File: src/rtl/pcap_framer.sv
// pcap_framer: wraps each FIFO packet in a 4-word pcap record header and
// streams header plus snap-limited payload as one Avalon-ST packet.
module pcap_framer #(
    parameter int SNAPLEN = 1518,
    parameter int LEN_W   = 16
) (
    input  logic             clk,
    input  logic             reset,
    input  logic             start,
    input  logic [LEN_W-1:0] pkt_len,
    input  logic [31:0]      ts_sec,
    input  logic [31:0]      ts_usec,
    output logic             busy,
    output logic             done,
    input  logic [31:0]      fifo_q,
    input  logic             fifo_empty,
    output logic             fifo_rdreq,
    output logic [31:0]      st_data,
    output logic             st_valid,
    input  logic             st_ready,
    output logic             st_sop,
    output logic             st_eop,
    output logic [1:0]       st_empty
);

    localparam int CW = LEN_W - 1;
    localparam logic [LEN_W-1:0] SNAP = LEN_W'(SNAPLEN);

    typedef enum logic [2:0] {
        S_IDLE,
        S_HDR,
        S_PAY,
        S_DROP,
        S_FIN
    } state_t;

    state_t state, state_nx;

    logic [31:0]      sec_q, usec_q;
    logic [LEN_W-1:0] len_q, incl_q;
    logic [CW-1:0]    inc_q, drop_q;
    logic [CW-1:0]    wcnt_q, dcnt_q;
    logic [1:0]       hcnt_q;

    logic [LEN_W-1:0] incl_c;
    logic [CW-1:0]    inc_c, tot_c, drop_c;

    // word counts are ceil(bytes/4)
    assign incl_c = (pkt_len > SNAP) ? SNAP : pkt_len;
    assign inc_c  = {1'b0, incl_c[LEN_W-1:2]} + CW'(|incl_c[1:0]);
    assign tot_c  = {1'b0, pkt_len[LEN_W-1:2]} + CW'(|pkt_len[1:0]);
    assign drop_c = tot_c - inc_c;

    logic        load;
    logic        last_w, last_d;
    logic [1:0]  pad;
    logic [31:0] hdr_w;

    assign load   = !st_valid || st_ready;
    assign last_w = (wcnt_q == inc_q - CW'(1));
    assign last_d = (dcnt_q == drop_q - CW'(1));
    assign pad    = 2'd0 - incl_q[1:0];
    assign busy   = (state != S_IDLE);

    always_comb begin
        hdr_w = sec_q;
        unique case (hcnt_q)
            2'd0:    hdr_w = sec_q;
            2'd1:    hdr_w = usec_q;
            2'd2:    hdr_w = 32'(incl_q);
            default: hdr_w = 32'(len_q);
        endcase
    end

    logic        ld, nv, ns, ne;
    logic [31:0] nd;
    logic [1:0]  nm;
    logic        hinc, winc, dinc, fin;

    always_comb begin
        state_nx   = state;
        fifo_rdreq = 1'b0;
        ld         = 1'b0;
        nv         = 1'b0;
        ns         = 1'b0;
        ne         = 1'b0;
        nd         = '0;
        nm         = '0;
        hinc       = 1'b0;
        winc       = 1'b0;
        dinc       = 1'b0;
        fin        = 1'b0;
        unique case (state)
            S_IDLE: begin
                if (start) state_nx = S_HDR;
            end
            S_HDR: begin
                ld = load;
                if (load) begin
                    nv   = 1'b1;
                    nd   = hdr_w;
                    ns   = (hcnt_q == 2'd0);
                    ne   = (hcnt_q == 2'd3) && (inc_q == '0);
                    hinc = 1'b1;
                    if (hcnt_q == 2'd3) begin
                        if (inc_q != '0)       state_nx = S_PAY;
                        else if (drop_q != '0) state_nx = S_DROP;
                        else                   state_nx = S_FIN;
                    end
                end
            end
            S_PAY: begin
                // an empty FIFO on a load drains the register into a bubble
                ld = load;
                if (load && !fifo_empty) begin
                    fifo_rdreq = 1'b1;
                    nv         = 1'b1;
                    nd         = fifo_q;
                    ne         = last_w;
                    nm         = last_w ? pad : 2'd0;
                    winc       = 1'b1;
                    if (last_w) state_nx = (drop_q != '0) ? S_DROP : S_FIN;
                end
            end
            S_DROP: begin
                ld = load;
                if (!fifo_empty) begin
                    fifo_rdreq = 1'b1;
                    dinc       = 1'b1;
                    if (last_d) state_nx = S_FIN;
                end
            end
            S_FIN: begin
                ld = load;
                if (load) begin
                    fin      = 1'b1;
                    state_nx = S_IDLE;
                end
            end
            default: state_nx = S_IDLE;
        endcase
    end

    always_ff @(posedge clk or negedge reset) begin
        if (!reset) begin
            state <= S_IDLE;
            done  <= 1'b0;
        end else begin
            state <= state_nx;
            done  <= fin;
        end
    end

    always_ff @(posedge clk or negedge reset) begin
        if (!reset) begin
            sec_q  <= '0;
            usec_q <= '0;
            len_q  <= '0;
            incl_q <= '0;
            inc_q  <= '0;
            drop_q <= '0;
            hcnt_q <= '0;
            wcnt_q <= '0;
            dcnt_q <= '0;
        end else begin
            if (state == S_IDLE && start) begin
                sec_q  <= ts_sec;
                usec_q <= ts_usec;
                len_q  <= pkt_len;
                incl_q <= incl_c;
                inc_q  <= inc_c;
                drop_q <= drop_c;
                hcnt_q <= '0;
                wcnt_q <= '0;
                dcnt_q <= '0;
            end
            if (hinc) hcnt_q <= hcnt_q + 2'd1;
            if (winc) wcnt_q <= wcnt_q + CW'(1);
            if (dinc) dcnt_q <= dcnt_q + CW'(1);
        end
    end

    // output register; data fields only move on a real beat
    always_ff @(posedge clk or negedge reset) begin
        if (!reset) begin
            st_valid <= 1'b0;
            st_data  <= '0;
            st_sop   <= 1'b0;
            st_eop   <= 1'b0;
            st_empty <= '0;
        end else if (ld) begin
            st_valid <= nv;
            if (nv) begin
                st_data  <= nd;
                st_sop   <= ns;
                st_eop   <= ne;
                st_empty <= nm;
            end
        end
    end

endmodule

File: config.mk
export PLATFORM = sky130hd
export DESIGN_NAME = pcap_framer
export DESIGN_NICKNAME = d
export VERILOG_FILES = /design/src/rtl/pcap_framer.sv
export SDC_FILE = /design/constraint.sdc
export NUM_CORES = 1
export LEC_CHECK = 0
export BUFFER_PORTS_ARGS = -buffer_cell sky130_fd_sc_hd__clkbuf_2
export CAP_MARGIN = 25
export CORE_ASPECT_RATIO = 0.8
export CORE_MARGIN = 5
export CORE_UTILIZATION = 45
export DETAILED_ROUTE_END_ITERATION = 10
export GPL_TIMING_DRIVEN = 0
export PLACE_DENSITY = 0.65
export SYNTH_ARGS = -nofsm -noshare
export SYNTH_HDL_FRONTEND = slang
export SYNTH_SLANG_ARGS = --single-unit
File: constraint.sdc
create_clock -name clk -period 2.8 [get_ports clk]
set_input_delay 0.56 -clock clk [delete_from_list [all_inputs] [get_ports clk]]
set_output_delay 0.56 -clock clk [all_outputs]
set_load 0.01 [all_outputs]
==> results.json <==
{
  "status": "complete, but fails checks",
  "violations": "setup timing",
  "power_density_nw_per_um2": 873.8,
  "rows": 49,
  "grt_pass1_vias": 8877,
  "skew_ns": 0.01235,
  "wl_per_cell_um": 18.07,
  "yosysMostFrequentCell": "nand2_1",
  "hold_viol": 0,
  "maxSlewHeadroom": 0.2874,
  "synth_ff_type": "dfrtp_1",
  "place_inst": 1642,
  "stdcell_area_sq_um": 13100,
  "routed_wl_mm": 30.86,
  "synth_cell_types": 69,
  "finalWorstSetupSlack_ns": -1.118,
  "viasPerCell": 5.502,
  "placed_area_sq_um": 11780,
  "maxCapViolCount": 0,
  "path_max_fanout": 3,
  "drtIter0Drc": 1015,
  "leakagePower_nw": 6.386,
  "total_power_mw": 11.44,
  "synth_area_per_cell_sq_um": 8.854,
  "cts_tree": "built",
  "synth_enable_flop_cells": 0,
  "die_area_sq_um": 26280,
  "worstSetupEndpointType": "flip-flop",
  "clock_sinks": 199,
  "worst_slew_pin_slew_ns": 1.061,
  "ant_nets": 0,
  "nets": 1546,
  "grt_max_degree": 107,
  "clkTransAtPathRegs_ns": 0.08,
  "async_reset_ff_frac": 1.000,
  "vias": 9397,
  "startpoint_type": "input port",
  "die_width_um": 180.0,
  "cts_max_path_buffers": 2,
  "dr.pass1.iters": 5,
  "fin_crit_sh": 1.399,
  "synthTopCellsByCount": "nand2_1, dfrtp_1, o21ai_0, nor2_1, clkbuf_1",
  "rsz0062_at_grt": "true",
  "synth_top_area_frac": 0.4787,
  "drc": 0,
  "worstSkewPairLatency_ns": 0.44,
  "port_buffers": 156,
  "diodes": 0,
  "hold_class": "input port to async pin",
  "period_needed_ns": 3.918,
  "required_ns": 3.11,
  "syn_area_sq_um": 10400,
  "syn_inst": 1175,
  "root_buffer": "clkbuf_16",
  "synth.area.top_cells": "dfrtp_1, nand2_1, ha_1, o21ai_0, a222oi_1",
  "cts_max_level": 4,
  "syn_to_final_growth_pct": 25.87,
  "initial_core_util": 0.4599,
  "cts_buffers": 17,
  "slew_violations": 0,
  "holdBufCountCts": 0,
  "ir_worst_vdd_mv": 0.5227,
  "fp.coreArea_sq_um": 22620,
  "grt-ovfl-total": 0,
  "die_h_um": 146,
  "grtUsageTotal": 0.2273,
  "gp_congestion": 0.8731,
  "critical_path_class": "input port to flip-flop",
  "max_freq_mhz": 255.2,
  "final_cells": 1708,
  "drive_gt1_frac": 0.2297,
  "antenna_found_initial": 0,
  "dp_hpwl_mm": 22.61,
  "synth_seq_cells": 199,
  "yosysWarnings": 0,
  "setup_viol": 14,
  "ios": 157,
  "grt_first_pass_wirelength_mm": 48.20,
  "post-synth-top-area-cell": "dfrtp_1",
  "crit_arrival_ns": 4.22,
  "yosysSeqAreaShare": 0.4787
}
==> cell usage in the layout, fill, tap and decap left out, types with 30 or more instances in the layout <==
master,instances
clkbuf_2,154
a222oi_1,31
nand3_1,32
o21ai_0,70
xor2_1,30
nand2_1,352
clkbuf_1,45
dfrtp_1,196
buf_4,38
nor2_1,57
==> path summary, 6_finish.rpt <==
kind / from / endpoint / slack [ns] / cells after the start
setup / recovery: pkt_len[12] / drop_q[11]$_DFFE_PN0P_ / -1.12 / 21
hold reg to reg: usec_q[18]$_DFFE_PN0P_ / st_data[18]$_DFFE_PN0P_ / 0.48 / 2
hold / removal: reset / st_valid$_DFFE_PN0P_ / 0.18 / 1
setup reg to reg: drop_q[3]$_DFFE_PN0P_ / state[2]$_DFFE_PN0P_ / 0.07 / 8
min in group clk: ts_sec[3] / sec_q[3]$_DFFE_PN0P_ / 0.30 / 3
max in group asynchronous: reset / st_data[4]$_DFFE_PN0P_ / 1.63 / 2
==> cell families after synthesis <==
family | count (synthesis) | synth area share
xor gates and xnor gates | 59 | 0.04967
adders and majority gates | 39 | 0.04763
other | 1 | 0.0003604
buffers and inverters | 89 | 0.03259
AOI/OAI and AO/OA | 227 | 0.1474
and+or+nand+nor | 548 | 0.2302
muxes | 13 | 0.01347
DFF | 199 | 0.4787
==> per-layer routing <==
layer  wire length (um)  vias up  GRT usage
met5                  0        -          0
met4                624        0    0.06283
met3               1877       37    0.04048
met2              13160      324     0.3228
met1              15190     4529     0.3551
li1                   -     4507          -
==> registers in the layout, summed over array words and instances (netlist names), 3 cells and up <==
signal	cells
usec_q	32
state	3
incl_q	16
len_q	16
dcnt_q	15
sec_q	32
inc_q	15
drop_q	15
st_data	32
wcnt_q	15
==> timing repair <==
action / in CTS / in global routing
pin swaps: 30 / 40
endpoints found under the setup margin: 104 / 38
buffers inserted: 16 / 22
gates resized for setup: 49 / 39
==> where the power goes <==
group	switching, mW	leakage [nW]	total (mW)	internal, mW
sequential	0.826	2.54	4.74	3.92
combinational	2.45	3.55	4.20	1.75
clock	1.29	0.293	2.50	1.21
total	4.56	6.39	11.4	6.88
==> critical path: stages <==
cell,delay (ns)
clkbuf_2,0.13
or4_4,0.55
nor2_4,0.18
o21ai_2,0.10
clkbuf_8,0.15
nand2b_4,0.14
ha_4,0.18
ha_4,0.26
inv_2,0.04
ha_4,0.27
ha_4,0.20
a21oi_4,0.15
o21ai_1,0.09
o211a_1,0.13
o41a_1,0.36
buf_4,0.16
buf_6,0.11
a21oi_2,0.14
a21oi_1,0.09
xnor2_1,0.13
o21ai_0,0.08
==> stage by stage <==
step | TNS (ns) | utilization | setup WS, ns | hold WS (ns)
floorplan | -11.92 | - | -1.246 | 0.2644
global placement | -588.23 | 0.5191 | -2.804 | 0.4570
detailed placement | -36.64 | 0.5207 | -2.056 | 0.4566
CTS | -9.522 | 0.5644 | -1.044 | 0.2206
global route | -12.31 | 0.5788 | -1.252 | 0.2424
finish | -10.72 | 0.5788 | -1.118 | 0.1803
==> final cells by class <==
| type | count | area (sq um) |
|---|---|---|
| buffer | 61 | 249.0 |
| clock buffer | 17 | 425.4 |
| clock inverter | 14 | 182.7 |
| fill | 1983 | 9528 |
| inverter | 25 | 93.84 |
| multi-input combinational | 891 | 5589 |
| sequential | 199 | 4984 |
| tap | 306 | 382.9 |
| timing repair buffer | 195 | 1189 |
(Power assumes the default switching activity.)
